==> src/rtl/axi_line_adapter_pkg.sv <==
// Local types for the line adapter: the transaction state machine encoding
// and a line-alignment helper.
package axi_line_adapter_pkg;

  typedef enum logic [2:0] {
    IDLE     = 3'd0,
    WRITE    = 3'd1,
    WAIT_B   = 3'd2,
    READ     = 3'd3,
    COMPLETE = 3'd4
  } state_t;

  // Round a byte address down to a power-of-two boundary.
  function automatic logic [63:0] align_down(input logic [63:0] addr,
                                             input int unsigned bytes);
    return addr & ~(64'(bytes) - 64'd1);
  endfunction

endpackage

==> src/rtl/axi_pkg.sv <==
// AXI encodings shared by AXI masters and slaves: burst types, response codes
// and the width types of the len/size/burst/resp fields.
package axi_pkg;

  typedef logic [1:0] burst_t;
  typedef logic [1:0] resp_t;
  typedef logic [2:0] size_t;
  typedef logic [7:0] len_t;

  localparam burst_t BURST_FIXED = 2'b00;
  localparam burst_t BURST_INCR  = 2'b01;
  localparam burst_t BURST_WRAP  = 2'b10;

  localparam resp_t RESP_OKAY   = 2'b00;
  localparam resp_t RESP_EXOKAY = 2'b01;
  localparam resp_t RESP_SLVERR = 2'b10;
  localparam resp_t RESP_DECERR = 2'b11;

endpackage

==> src/rtl/ariane_axi.sv <==
// Ariane AXI request/response bundles plus helpers that derive the line
// beat count and the beat size from the line and bus widths.
package ariane_axi;

  localparam int unsigned IdWidth   = 10;
  localparam int unsigned AddrWidth = 64;
  localparam int unsigned DataWidth = 256;
  localparam int unsigned StrbWidth = DataWidth / 8;

  typedef logic [IdWidth-1:0]   id_t;
  typedef logic [AddrWidth-1:0] addr_t;
  typedef logic [DataWidth-1:0] data_t;
  typedef logic [StrbWidth-1:0] strb_t;

  typedef enum logic { SINGLE_REQ, CACHE_LINE_REQ } ad_req_t;

  typedef struct packed {
    id_t             id;
    addr_t           addr;
    axi_pkg::len_t   len;
    axi_pkg::size_t  size;
    axi_pkg::burst_t burst;
  } ax_chan_t;

  typedef struct packed {
    data_t data;
    strb_t strb;
    logic  last;
  } w_chan_t;

  typedef struct packed {
    id_t            id;
    axi_pkg::resp_t resp;
  } b_chan_t;

  typedef struct packed {
    id_t            id;
    data_t          data;
    axi_pkg::resp_t resp;
    logic           last;
  } r_chan_t;

  typedef struct packed {
    ax_chan_t aw;
    logic     aw_valid;
    w_chan_t  w;
    logic     w_valid;
    logic     b_ready;
    ax_chan_t ar;
    logic     ar_valid;
    logic     r_ready;
  } req_t;

  typedef struct packed {
    logic    aw_ready;
    logic    ar_ready;
    logic    w_ready;
    logic    b_valid;
    b_chan_t b;
    logic    r_valid;
    r_chan_t r;
  } resp_t;

  // Number of bus beats needed to move one cache line.
  function automatic int unsigned line_beats(input int unsigned line_width,
                                             input int unsigned data_width);
    return line_width / data_width;
  endfunction

  // AXI size code of a full-width beat: log2 of the bus width in bytes.
  function automatic int unsigned beat_size(input int unsigned data_width);
    return $clog2(data_width / 8);
  endfunction

endpackage

==> src/rtl/axi_line_adapter.sv <==
// Adapts single-word and cache-line requests onto one AXI master port.
// One transaction in flight; line reads may be issued critical-word-first.
module axi_line_adapter
  import axi_line_adapter_pkg::*;
#(
  parameter int unsigned LINE_WIDTH          = 256,
  parameter int unsigned AXI_DATA_WIDTH      = 64,
  parameter int unsigned AXI_ID_WIDTH        = 10,
  parameter bit          CRITICAL_WORD_FIRST = 1'b0
) (
  input  logic                      clk_i,
  input  logic                      rst_i,
  input  logic                      req_i,
  input  ariane_axi::ad_req_t       type_i,
  output logic                      gnt_o,
  output logic [AXI_ID_WIDTH-1:0]   gnt_id_o,
  input  logic [63:0]               addr_i,
  input  logic                      we_i,
  input  logic [LINE_WIDTH-1:0]     wdata_i,
  input  logic [LINE_WIDTH/8-1:0]   be_i,
  input  logic [2:0]                size_i,
  input  logic [AXI_ID_WIDTH-1:0]   id_i,
  output logic                      valid_o,
  output logic [LINE_WIDTH-1:0]     rdata_o,
  output logic [AXI_ID_WIDTH-1:0]   id_o,
  output logic                      err_o,
  output logic [AXI_DATA_WIDTH-1:0] critical_word_o,
  output logic                      critical_word_valid_o,
  output ariane_axi::req_t          axi_req_o,
  input  ariane_axi::resp_t         axi_resp_i
);

  localparam int unsigned BEATS      = ariane_axi::line_beats(LINE_WIDTH, AXI_DATA_WIDTH);
  localparam int unsigned SIZE_LOG   = ariane_axi::beat_size(AXI_DATA_WIDTH);
  localparam int unsigned IDX_W      = (BEATS > 1) ? $clog2(BEATS) : 1;
  localparam int unsigned STRB_W     = AXI_DATA_WIDTH / 8;
  localparam int unsigned LINE_BYTES = LINE_WIDTH / 8;
  localparam logic [IDX_W-1:0] IDX_MASK = IDX_W'(BEATS - 1);

  state_t                  state_r, state_s;
  logic [IDX_W-1:0]        cnt_r, offset_r;
  logic                    aw_done_r, w_done_r, single_r, err_r;
  logic [AXI_ID_WIDTH-1:0] id_r;

  logic                    single_s;
  logic [IDX_W-1:0]        last_idx_s, rd_idx_s;
  logic [63:0]             line_addr_s;
  logic                    aw_fire_s, w_fire_s, ar_fire_s, r_fire_s;

  // The request type is live in IDLE and remembered once the FSM leaves it.
  assign single_s    = (state_r == IDLE) ? (type_i == ariane_axi::SINGLE_REQ) : single_r;
  assign last_idx_s  = single_s ? {IDX_W{1'b0}} : IDX_MASK;
  assign line_addr_s = align_down(addr_i, LINE_BYTES);
  // Critical-word-first reads wrap around the line starting at the latched offset.
  assign rd_idx_s    = single_r ? {IDX_W{1'b0}} :
                       (CRITICAL_WORD_FIRST ? ((offset_r + cnt_r) & IDX_MASK) : cnt_r);

  assign aw_fire_s = axi_req_o.aw_valid & axi_resp_i.aw_ready;
  assign w_fire_s  = axi_req_o.w_valid  & axi_resp_i.w_ready;
  assign ar_fire_s = axi_req_o.ar_valid & axi_resp_i.ar_ready;
  assign r_fire_s  = axi_req_o.r_ready  & axi_resp_i.r_valid;

  assign gnt_id_o        = id_i;
  assign critical_word_o = axi_resp_i.r.data[AXI_DATA_WIDTH-1:0];

  // Next state, AXI channel drive and requester strobes; all strobes held low in reset.
  always_comb begin
    state_s               = state_r;
    axi_req_o             = '0;
    gnt_o                 = 1'b0;
    valid_o               = 1'b0;
    id_o                  = id_r;
    err_o                 = 1'b0;
    critical_word_valid_o = 1'b0;

    axi_req_o.aw.id    = ariane_axi::id_t'(id_i);
    axi_req_o.aw.addr  = single_s ? addr_i : line_addr_s;
    axi_req_o.aw.len   = single_s ? 8'd0 : 8'(BEATS - 1);
    axi_req_o.aw.size  = single_s ? size_i : 3'(SIZE_LOG);
    axi_req_o.aw.burst = axi_pkg::BURST_INCR;
    axi_req_o.w.data   = ariane_axi::data_t'(wdata_i[int'(cnt_r)*AXI_DATA_WIDTH +: AXI_DATA_WIDTH]);
    axi_req_o.w.strb   = ariane_axi::strb_t'(be_i[int'(cnt_r)*STRB_W +: STRB_W]);
    axi_req_o.w.last   = (cnt_r == last_idx_s);
    axi_req_o.ar.id    = ariane_axi::id_t'(id_i);
    axi_req_o.ar.addr  = (single_s || CRITICAL_WORD_FIRST) ? addr_i : line_addr_s;
    axi_req_o.ar.len   = single_s ? 8'd0 : 8'(BEATS - 1);
    axi_req_o.ar.size  = single_s ? size_i : 3'(SIZE_LOG);
    axi_req_o.ar.burst = (!single_s && CRITICAL_WORD_FIRST) ? axi_pkg::BURST_WRAP : axi_pkg::BURST_INCR;

    if (rst_i) begin
      state_s = IDLE;
    end else begin
      case (state_r)
        IDLE: begin
          if (req_i && we_i) begin
            axi_req_o.aw_valid = 1'b1;
            axi_req_o.w_valid  = 1'b1;
            if (axi_resp_i.aw_ready && axi_resp_i.w_ready && (last_idx_s == {IDX_W{1'b0}})) begin
              gnt_o   = 1'b1;
              state_s = WAIT_B;
            end else begin
              state_s = WRITE;
            end
          end else if (req_i) begin
            axi_req_o.ar_valid = 1'b1;
            if (axi_resp_i.ar_ready) begin
              gnt_o   = 1'b1;
              state_s = READ;
            end else begin
              state_s = IDLE;
            end
          end else begin
            state_s = IDLE;
          end
        end
        WRITE: begin
          axi_req_o.aw_valid = !aw_done_r;
          axi_req_o.w_valid  = !w_done_r;
          if ((aw_done_r || axi_resp_i.aw_ready) &&
              (w_done_r || (axi_resp_i.w_ready && (cnt_r == last_idx_s)))) begin
            gnt_o   = 1'b1;
            state_s = WAIT_B;
          end else begin
            state_s = WRITE;
          end
        end
        WAIT_B: begin
          axi_req_o.b_ready = 1'b1;
          if (axi_resp_i.b_valid) begin
            valid_o = 1'b1;
            id_o    = AXI_ID_WIDTH'(axi_resp_i.b.id);
            err_o   = axi_resp_i.b.resp[1];
            state_s = IDLE;
          end else begin
            state_s = WAIT_B;
          end
        end
        READ: begin
          axi_req_o.r_ready = 1'b1;
          if (axi_resp_i.r_valid) begin
            critical_word_valid_o = !single_r && (rd_idx_s == offset_r);
            state_s = axi_resp_i.r.last ? COMPLETE : READ;
          end else begin
            state_s = READ;
          end
        end
        COMPLETE: begin
          valid_o = 1'b1;
          id_o    = id_r;
          err_o   = err_r;
          state_s = IDLE;
        end
        default: begin
          state_s = IDLE;
        end
      endcase
    end
  end

  // State, beat counter, handshake flags, read line assembly and latched completion info.
  always_ff @(posedge clk_i or posedge rst_i) begin
    if (rst_i) begin
      state_r   <= IDLE;
      cnt_r     <= {IDX_W{1'b0}};
      offset_r  <= {IDX_W{1'b0}};
      aw_done_r <= 1'b0;
      w_done_r  <= 1'b0;
      single_r  <= 1'b0;
      err_r     <= 1'b0;
      id_r      <= {AXI_ID_WIDTH{1'b0}};
      rdata_o   <= {LINE_WIDTH{1'b0}};
    end else begin
      state_r <= state_s;
      case (state_r)
        IDLE, WRITE: begin
          if (state_r == IDLE && req_i) begin
            single_r <= (type_i == ariane_axi::SINGLE_REQ);
          end
          if (ar_fire_s) begin
            offset_r <= IDX_W'(addr_i >> SIZE_LOG) & IDX_MASK;
          end
          if (gnt_o) begin
            aw_done_r <= 1'b0;
            w_done_r  <= 1'b0;
            cnt_r     <= {IDX_W{1'b0}};
          end else begin
            if (aw_fire_s) begin
              aw_done_r <= 1'b1;
            end
            if (w_fire_s) begin
              if (cnt_r == last_idx_s) begin
                w_done_r <= 1'b1;
              end else begin
                cnt_r <= cnt_r + IDX_W'(1);
              end
            end
          end
        end
        READ: begin
          if (r_fire_s) begin
            rdata_o[int'(rd_idx_s)*AXI_DATA_WIDTH +: AXI_DATA_WIDTH] <=
              axi_resp_i.r.data[AXI_DATA_WIDTH-1:0];
            err_r <= err_r | axi_resp_i.r.resp[1];
            cnt_r <= cnt_r + IDX_W'(1);
            if (axi_resp_i.r.last) begin
              id_r <= AXI_ID_WIDTH'(axi_resp_i.r.id);
            end
          end
        end
        COMPLETE: begin
          err_r <= 1'b0;
          cnt_r <= {IDX_W{1'b0}};
        end
        default: begin
          cnt_r <= cnt_r;
        end
      endcase
    end
  end

endmodule
==> config.mk <==
export PLATFORM = sky130hd
export DESIGN_NAME = axi_line_adapter
export DESIGN_NICKNAME = d
export VERILOG_FILES = /design/src/rtl/axi_line_adapter_pkg.sv /design/src/rtl/axi_pkg.sv /design/src/rtl/ariane_axi.sv /design/src/rtl/axi_line_adapter.sv
export SDC_FILE = /design/constraint.sdc
export NUM_CORES = 1
export LEC_CHECK = 0
export ABC_AREA = 1
export BUFFER_PORTS_ARGS = -buffer_cell sky130_fd_sc_hd__buf_4
export CORE_AREA = 4 4 567 569
export DETAILED_ROUTE_END_ITERATION = 7
export DIE_AREA = 0 0 571 573
export PLACE_DENSITY = 0.33
export SYNTH_ARGS = -nofsm -noshare
export SYNTH_HDL_FRONTEND = slang
export SYNTH_SLANG_ARGS = --single-unit
==> constraint.sdc <==
create_clock -name clk_i -period 17.9 [get_ports clk_i]
set_clock_uncertainty 0.05 [all_clocks]
set_input_delay 4.475 -clock clk_i [delete_from_list [all_inputs] [get_ports clk_i]]
set_output_delay 4.475 -clock clk_i [all_outputs]
set_load 0.01 [all_outputs]
## Word level (Yosys, flattened, before mapping)

Cells that the tools add are included.

| storage, ports and cells | value |
|---|---|
| input bits | 656 |
| logic and storage cells | 117 |
| output and inout port bits | 812 |
| register bits | 277 |

| cells by class | value |
|---|---|
| reduce and logical (&&, ||, !) cells | 28 |
| add/subtract/negate cells | 2 |
| multiplexer cells | 59 |
| equal/unequal tests | 9 |
| bitwise operators | 6 |
| shift-type cells | 4 |

Operators with widths:

| kind | count |
|---|---|
| $bwmux W256 | 1 |
| $shift A64 B34 Y256 const A | 1 |
| $shiftx A256 B9 Y64 | 1 |
| $shiftx A64 B34 Y256 | 1 |
| $neg A8 Y34 | 1 |
| $shiftx A32 B6 Y8 | 1 |
| $mux W10 | 3 |
| $mux W2 | 14 |
| $mux W1 | 27 |
| $mux W3 | 5 |
| $pmux W1 S2 | 6 |
| $pmux W3 S4 | 1 |
| $reduce_and A2 Y1 | 5 |
| $reduce_bool A2 Y1 | 4 |
| $logic_and A1 B1 Y1 | 7 |
| $eq A3 B2 Y1 const B | 2 |
| $ne A3 B3 Y1 const B | 2 |
| $pmux W2 S3 | 1 |
| $reduce_and A3 Y1 | 2 |
| $mux W5 | 1 |
| $and A1 B1 Y1 | 4 |
| $eq A2 B2 Y1 | 2 |
| $reduce_and A4 Y1 | 1 |
| $eq A3 B1 Y1 const B | 1 |
| 11 further kinds | 14 |

## Logic depth before layout (Yosys ltp)

Gate-level depths: netlist of run 1.

| logic depth | value |
|---|---|
| word-level depth | 12 |
| mapped depth | 13 |
| depth with buffers taken out | 13 |

## Worst setup path before layout of run 1

OpenSTA, ideal clock, no wires.

| timing | value |
|---|---|
| kind | in2out |
| from | input port rst_i |
| to | output port gnt_o |
| buffers on the path | 1 |
| stages | 4 |
| setup slack | 2.231 ns |
| data required time | 13.375 ns |
| data arrival time | 11.144 ns |
| path through | buf_2 -> inv_1 -> nand2_2 -> inv_2 |

| between the ends | value |
|---|---|
| word-level cells in the longest chain between the ends | 1 |

RTL lines:

| what | line | source |
|---|---|---|
| start: declaration | axi_line_adapter.sv:12 | `input logic rst_i,` |
| $mux W1 | axi_line_adapter.sv:90 | `if (rst_i) begin` |
| end: declaration | axi_line_adapter.sv:15 | `output logic gnt_o,` |

No other way between the ends.

==> results of run 1 <==
kinds of logic (layout without fill, tap and decap cells):
kind of cell	after synthesis	count (layout)
XOR/XNOR	1	1
AND/OR/NAND/NOR	838	838
flip-flops	277	277
multiplexers	10	10
AO/OA/AOI/OAI	492	492
other	2	265
buffers and inverters	734	1026
adder cells (fa/ha/maj)	5	5
routing by layer:
metal | track usage, % | part of all wire, %
met1 | 13.10 | 42
met5 | 0 | 0.24
met2 | 15.41 | 41
met4 | 3.220 | 3.5
met3 | 5.726 | 14
power by group through the flow:
| stage | Sequential (mW) | Clock (mW) | Combinational, mW |
|---|---|---|---|
| floorplan | 0.711 | 0 | 0.779 |
| global placement | 0.729 | 0 | 1.88 |
| detailed placement | 0.730 | 0 | 1.88 |
| CTS | 0.720 | 0.906 | 1.89 |
| global route | 0.725 | 0.916 | 1.97 |
| finish | 0.717 | 0.851 | 1.83 |
layout by cell type (no fill, tap or decap), types with 2 or more instances in the layout:
cell          n
nor2_4        7
nand2_1     331
inv_6         2
bufinv_16     2
inv_1        84
inv_2         7
nor2_2        4
conb_1      232
nand2_2       2
nand3_1     138
nor2_1      219
ha_1          3
clkinv_2      5
a21oi_1       5
or2_2         3
ha_4          2
nand4_1     128
nor3_1        2
clkinvlp_4    3
a31oi_1       2
o22ai_1      72
clkbuf_16    42
inv_4         6
clkbuf_1      9
buf_12        2
mux2_1       10
clkbuf_8      5
dfrtp_1     275
clkinv_4      4
buf_4       852
diode_2      33
dfrtp_4       2
o21ai_1     259
o21ai_0     151
final cells by class:
cell class / count / area [um2] / area share [%]
Timing Repair Buffer: 854 / 6436 / 23.12
Antenna cell: 33 / 82.58 / 0.2967
Clock buffer: 56 / 1154 / 4.145
Sequential cell: 277 / 6939 / 24.93
Multi-Input combinational cell: 1578 / 7405 / 26.60
Clock inverter: 17 / 191.4 / 0.6878
Inverter: 99 / 395.4 / 1.421
Tap cell: 4180 / 5230 / 18.79
worst max-delay path, delay by kind of cell:
family	cells	cell delay, ns
compound gates	2	1.21
buf+inv	2	0.39
per-stage QoR:
stage | std cells | instance area [um2] | hold slack, ns | setup WS [ns]
finish | 7094 | 27830 | 0.4358 | 7.294
global route | 7068 | 27770 | 0.4581 | 7.162
CTS | 7061 | 27750 | 0.4351 | 7.159
detailed placement | 6988 | 26410 | 0.4199 | 7.165
global placement | 6988 | 26410 | 0.4236 | 7.170
floorplan | 2589 | 18800 | 0.3950 | 2.231
how the worst max path moves through the flow:
stage | start | endpoint | slack, ns | cells past startpoint
final | wdata_i[162] | axi_req_o[158] | 7.29 | 4
after global routing | type_i | gnt_o | 7.16 | 9
after CTS | rst_i | critical_word_valid_o | 7.16 | 5
after detailed placement | rst_i | critical_word_valid_o | 7.17 | 5
after global placement | rst_i | critical_word_valid_o | 7.17 | 5
after floorplan | rst_i | gnt_o | 2.23 | 4
registers in the layout (all words and copies together), names as in the netlist:
name / count
aw_done_r: 1
cnt_r: 2
err_r: 1
id_r: 10
offset_r: 2
rdata_o: 256
single_r: 1
state_r: 3
w_done_r: 1
==> run_results.csv, run 1 <==
group,metric,value,unit
status,outcome,"completed",
synthesis,synth_area_leaders,"dfrtp_1 39%, buf_4 19%, o21ai_1 7.2%, nand2_1 6.9%, nor2_1 4.7%",
power_and_ir_drop,seq_power_share,21.1,%
synthesis,ys.flop_type,"dfrtp_1",
global_routing,grt_pass1_wl,223500,um
critical_path,setup.worst_path.class,"in -> out",
synthesis,async_flop_share,100.0,%
cells_and_area,nFillCells,37150,
synthesis,yosysMostFrequentCell,"buf_4",
die,row_count,207,
global_routing,antenna_found_initial,97,
critical_path,crit_arrival,6.08,ns
timing,report.final.slew_viol_count,0,
clocking,path_clk_slew,0.06,ns
place,port_buffers,824,
critical_path,cp-start-kind,"input pin",
synthesis,synth_fa_ha_area_share,0.3487,%
power_and_ir_drop,p_sw,1.819,mW
critical_path,crit_path_end_kind,"output port",
critical_path,crit_path_max_fanout,1,
clocking,cts_buffer_depth,3,
power_and_ir_drop,p_total,3.397,mW
power_and_ir_drop,comb_power_share,53.8,%
power_and_ir_drop,power_leakage,13.22,nW
global_routing,grt_pass1_vias,19140,
synthesis,synth_compound_area_share,14.33,%
critical_path,cp_slowest_cell,"o21ai_0",
power_and_ir_drop,internal_power,1.578,mW
hold_path,holdCritStartpoint,"id_r[3]",
die,dieArea,327200,um2
power_and_ir_drop,clockPowerShare,25.1,%
timing,final_hold_viol_count,0,
timing,max_slew_margin,24.72,%
run,maxCapViolCount,0,
drt,viasPerCell,2.664,
cells_and_area,nets,3513,
clocking,cts_tree,"done",
power_and_ir_drop,p_per_area,122.1,nW/um2
power_and_ir_drop,peakVddDrop,0.00007548,V
timing,setup_viol,0,
timing,max_freq,94.29,MHz
clocking,insertion_delay,0.66,ns
clocking,postCtsSetupBuffers,0,
critical_path,required,13.38,ns
critical_path,reg2reg_from,"cnt_r[1]",
die,die_w,571,um
synthesis,synth.top_cell.area_share,38.64,%
clocking,cts_root_buf,"clkbuf_16",
timing,worstMarginPinSlew,1.129,ns
timing,fin_crit,10.61,ns
drt,drc,0,
cells_and_area,final_util,8.787,%
synthesis,ys.warnings.count,0,
hold_path,worstHoldPathType,"reg -> reg",
critical_path,critPathMaxStageDelay,0.74,ns
die,core_area,316800,um2
place,dp_hpwl,150400,um
drt,postRouteAntennaNets,0,
synthesis,syn_area,17940,um2
drt,drtPass1Iterations,7,
synthesis,synthMuxAreaShare,0.6277,%
die,chipHeight,573,um
die,start_util,5.663,%
synthesis,synth_cell_types,31,
drt,wl_per_cell,25.34,um
synthesis,synth_xor_area_share,0.04882,%
drt,initialDrtViolationCount,1308,
place,routabilityCongestion,0.8925,
cells_and_area,areaGrowthSynthToFinish,55.16,%
drt,routed_wl,179800,um
global_routing,grt-ovfl-total,0,
clocking,cts_sinks,277,
synthesis,postSynthAreaPerCell,7.604,um2
critical_path,cp_common_cell,"buf_4",
die,ioPinCount,1468,
synthesis,synthSimpleGateAreaFrac,20.71,%
timing,finalSetupTns,0,ns
critical_path,timing.rr.end,"rdata_o[183]",
synthesis,synth_edf_count,0,
synthesis,yosys.area.top_type,"dfrtp_1",
clocking,ctsResizeCount,0,
clocking,cts_max_level,2,
power_and_ir_drop,netSwitchingFraction,53.56,%
drt,dr_total_vias,18900,
synthesis,seq_area_frac_synth,38.64,%
critical_path,path_cells,"buf_4, o21ai_0, o22ai_1, buf_4",
clocking,ctsHoldBuffers,0,
critical_path,reg2reg_slack,12.60,ns
timing,fin_crit_sh,59.25,%
synthesis,yosys-top-cells-count,"455 x buf_4, 331 x nand2_1, 277 x dfrtp_1, 259 x o21ai_1, 223 x nor2_1",
hold_path,min_to,"id_r[3]",
synthesis,ys_ff_latch,277,
synthesis,syn_inst,2359,
global_routing,grt_use_total,10.52,%
global_routing,grt_max_degree,119,
cells_and_area,layout-drive-gt1-share,33.25,%
clocking,numCtsBuffers,42,
critical_path,reg2reg_depth,9,
timing,rsz0062_at_grt,"no",
synthesis,synth_top_family_by_area,"buffers and inverters",
hold_path,min_delay_path_depth,2,
(Power assumes the default switching activity.)
==> inputs of run 2 (changes only) <==
--- a/config.mk
+++ b/config.mk
@@ -7,9 +7,9 @@
 export LEC_CHECK = 0
 export ABC_AREA = 1
 export BUFFER_PORTS_ARGS = -buffer_cell sky130_fd_sc_hd__buf_4
-export CORE_AREA = 4 4 567 569
+export CORE_AREA = 4 4 564 566
 export DETAILED_ROUTE_END_ITERATION = 7
-export DIE_AREA = 0 0 571 573
+export DIE_AREA = 0 0 568 570
 export PLACE_DENSITY = 0.33
 export SYNTH_ARGS = -nofsm -noshare
 export SYNTH_HDL_FRONTEND = slang
==> constraint.sdc (replaced) <==
create_clock -name clk_i -period 8.7 [get_ports clk_i]
set_clock_uncertainty 0.05 [all_clocks]
set_input_delay 2.175 -clock clk_i [delete_from_list [all_inputs] [get_ports clk_i]]
set_output_delay 2.175 -clock clk_i [all_outputs]
set_load 0.01 [all_outputs]
==> run 2 against run 1 <==
  * Register-to-register slack got worse by 9.0 ns
  * Total power rose by 110%
  * Routed wire length rose by 0.63%
  * Largest cell class unchanged
==> run_results.csv, run 2 (synthesized netlist as in run 1, its figures left out) <==
group,metric,value,unit
power_and_ir_drop,seq_power_share,20.7,%
cells_and_area,largest_reg_flops,256,
die,die_w,568,um
cells_and_area,final_cell_mix,"851 x buf_4, 331 x nand2_1, 275 x dfrtp_1, 259 x o21ai_1, 232 x conb_1",
critical_path,crit_path_end_kind,"output port",
place,routabilityCongestion,0.9203,
place,dp.cells,6968,
drt,dr_total_vias,18770,
cells_and_area,nets,3515,
power_and_ir_drop,internal_power,3.386,mW
critical_path,critical_path_depth,5,
drt,viasPerCell,2.652,
critical_path,reg2reg_from,"cnt_r[1]",
clocking,postCtsSetupBuffers,0,
drt,wl_per_cell,25.56,um
power_and_ir_drop,netSwitchingFraction,52.88,%
clocking,ctsHoldBuffers,0,
status,outcome,"completed",
global_routing,antenna_found_initial,100,
hold_path,min_delay_path_depth,2,
clocking,ctsResizeCount,0,
hold_path,min_to,"id_r[0]",
drt,postRouteAntennaNets,0,
die,start_util,5.719,%
clocking,cts_buffer_depth,3,
power_and_ir_drop,peakVddDrop,0.0001712,V
place,dp_hpwl,150900,um
critical_path,critPathMaxStageDelay,0.53,ns
timing,worstMarginPinSlew,1.236,ns
clocking,numCtsBuffers,44,
die,row_count,206,
timing,fin_crit_sh,69.42,%
power_and_ir_drop,clockPowerShare,26.9,%
clocking,cts_tree,"done",
timing,fin_crit,6.039,ns
drt,drc,0,
die,ioPinCount,1468,
place,placed_area,26390,um2
drt,drtPass1Iterations,5,
cells_and_area,final_cell_area,27970,um2
critical_path,path_cells,"buf_4, nor3_4, nand2_8, a2111oi_2, buf_4",
critical_path,reg2reg_depth,9,
cells_and_area,areaGrowthSynthToFinish,55.93,%
clocking,cts_sinks,277,
die,core_area,313700,um2
clocking,path_clk_slew,0.06,ns
global_routing,grt_pass1_wl,223500,um
place,dp_slack,2.520,ns
global_routing,grt_use_total,10.67,%
hold_path,worstHoldPathType,"reg -> reg",
clocking,insertion_delay,0.65,ns
run,maxCapViolCount,0,
cells_and_area,reg_top3,"rdata_o: 256 flops, id_r: 10 flops, state_r: 3 flops",
cells_and_area,multi_input_area,7400,um2
global_routing,grt-ovfl-total,0,
clocking,cts_max_level,2,
global_routing,grt_pass1_vias,18680,
die,chipHeight,570,um
cells_and_area,top_register,"rdata_o",
critical_path,path_delay_family,"simple AND/OR/NAND/NOR gates",
cells_and_area,stdcell_count,7079,
timing,max_slew_margin,16.70,%
critical_path,setup.worst_path.class,"in -> out",
power_and_ir_drop,power_leakage,13.30,nW
place,port_buffers,824,
power_and_ir_drop,p_per_area,256.9,nW/um2
critical_path,crit_arrival,3.81,ns
critical_path,required,6.48,ns
hold_path,holdCritStartpoint,"id_r[0]",
critical_path,crit_path_max_fanout,58,
die,dieArea,323800,um2
timing,final_hold_viol_count,0,
timing,setup_ws,2.661,ns
critical_path,reg2reg_slack,3.59,ns
critical_path,cp_slowest_cell,"a2111oi_2",
critical_path,cp-start-kind,"input pin",
timing,rsz0062_at_grt,"no",
cells_and_area,final_common_cell,"buf_4",
global_routing,grt_max_degree,149,
cells_and_area,regArea,6939,um2
drt,routed_wl,180900,um
critical_path,cp.buffers_inverters,2,
timing,max_freq,165.6,MHz
power_and_ir_drop,comb_power_share,52.4,%
cells_and_area,nFillCells,36810,
cells_and_area,layout-drive-gt1-share,33.43,%
timing,report.final.slew_viol_count,0,
critical_path,cp_common_cell,"buf_4",
timing,setup_viol,0,
power_and_ir_drop,p_sw,3.800,mW
clocking,cts_root_buf,"clkbuf_16",
critical_path,timing.rr.end,"rdata_o[167]",
drt,initialDrtViolationCount,1253,
## run 2: worst max path at each step
stage | from | to
after floorplan | rst_i | gnt_o
after global placement | rst_i | critical_word_valid_o
after detailed placement | rst_i | critical_word_valid_o
after CTS | cnt_r[1] | critical_word_valid_o
after global routing | cnt_r[1] | critical_word_valid_o
final | rst_i | critical_word_valid_o
## run 2: area by class of cell
class | count | share of cell area, %
Tap cell | 4160 | 18.61
Sequential cell | 277 | 24.81
Timing Repair Buffer | 854 | 23.05
Clock buffer | 60 | 4.442
Inverter | 99 | 1.409
Clock inverter | 22 | 0.9662
Multi-Input combinational cell | 1578 | 26.45
Antenna cell | 29 | 0.2594
## run 2: worst reg2reg max path, stage by stage, from the launching register on
cell and delay, ns:
dfrtp_4 0.64, clkinv_2 0.63, nor2_1 0.65, inv_1 0.35, ha_4 0.68, inv_4 0.26
nor2_4 0.62, buf_4 0.72, nand3_1 0.31, nand2_1 0.12
## run 2: routing by layer
layer / share of wire, % / global-route usage [%] / vias up
met2: 41 / 15.71 / 1043
met4: 3.4 / 3.458 / 56
met1: 42 / 13.32 / 9127
met3: 13 / 5.532 / 304
met5: 0.21 / 0 / -
li1: - / - / 8241
## run 2: power by group through the flow
stage / combinational, mW / sequential [mW] / clock (mW)
global route: 4.07 / 1.50 / 2.09
CTS: 3.90 / 1.50 / 2.06
floorplan: 1.60 / 1.46 / 0
detailed placement: 3.89 / 1.52 / 0
global placement: 3.90 / 1.52 / 0
finish: 3.76 / 1.49 / 1.93
## run 2: through the flow
step | setup TNS, ns | power (mW) | hold WS [ns] | util (%)
after CTS | 0 | 7.462 | 0.4339 | 8.894
final | 0 | 7.187 | 0.4292 | 8.917
after global placement | 0 | 5.421 | 0.4190 | 8.412
after floorplan | -0.6561 | 3.066 | 0.3950 | -
after detailed placement | 0 | 5.414 | 0.4164 | 8.412
after global routing | 0 | 7.665 | 0.4561 | 8.900
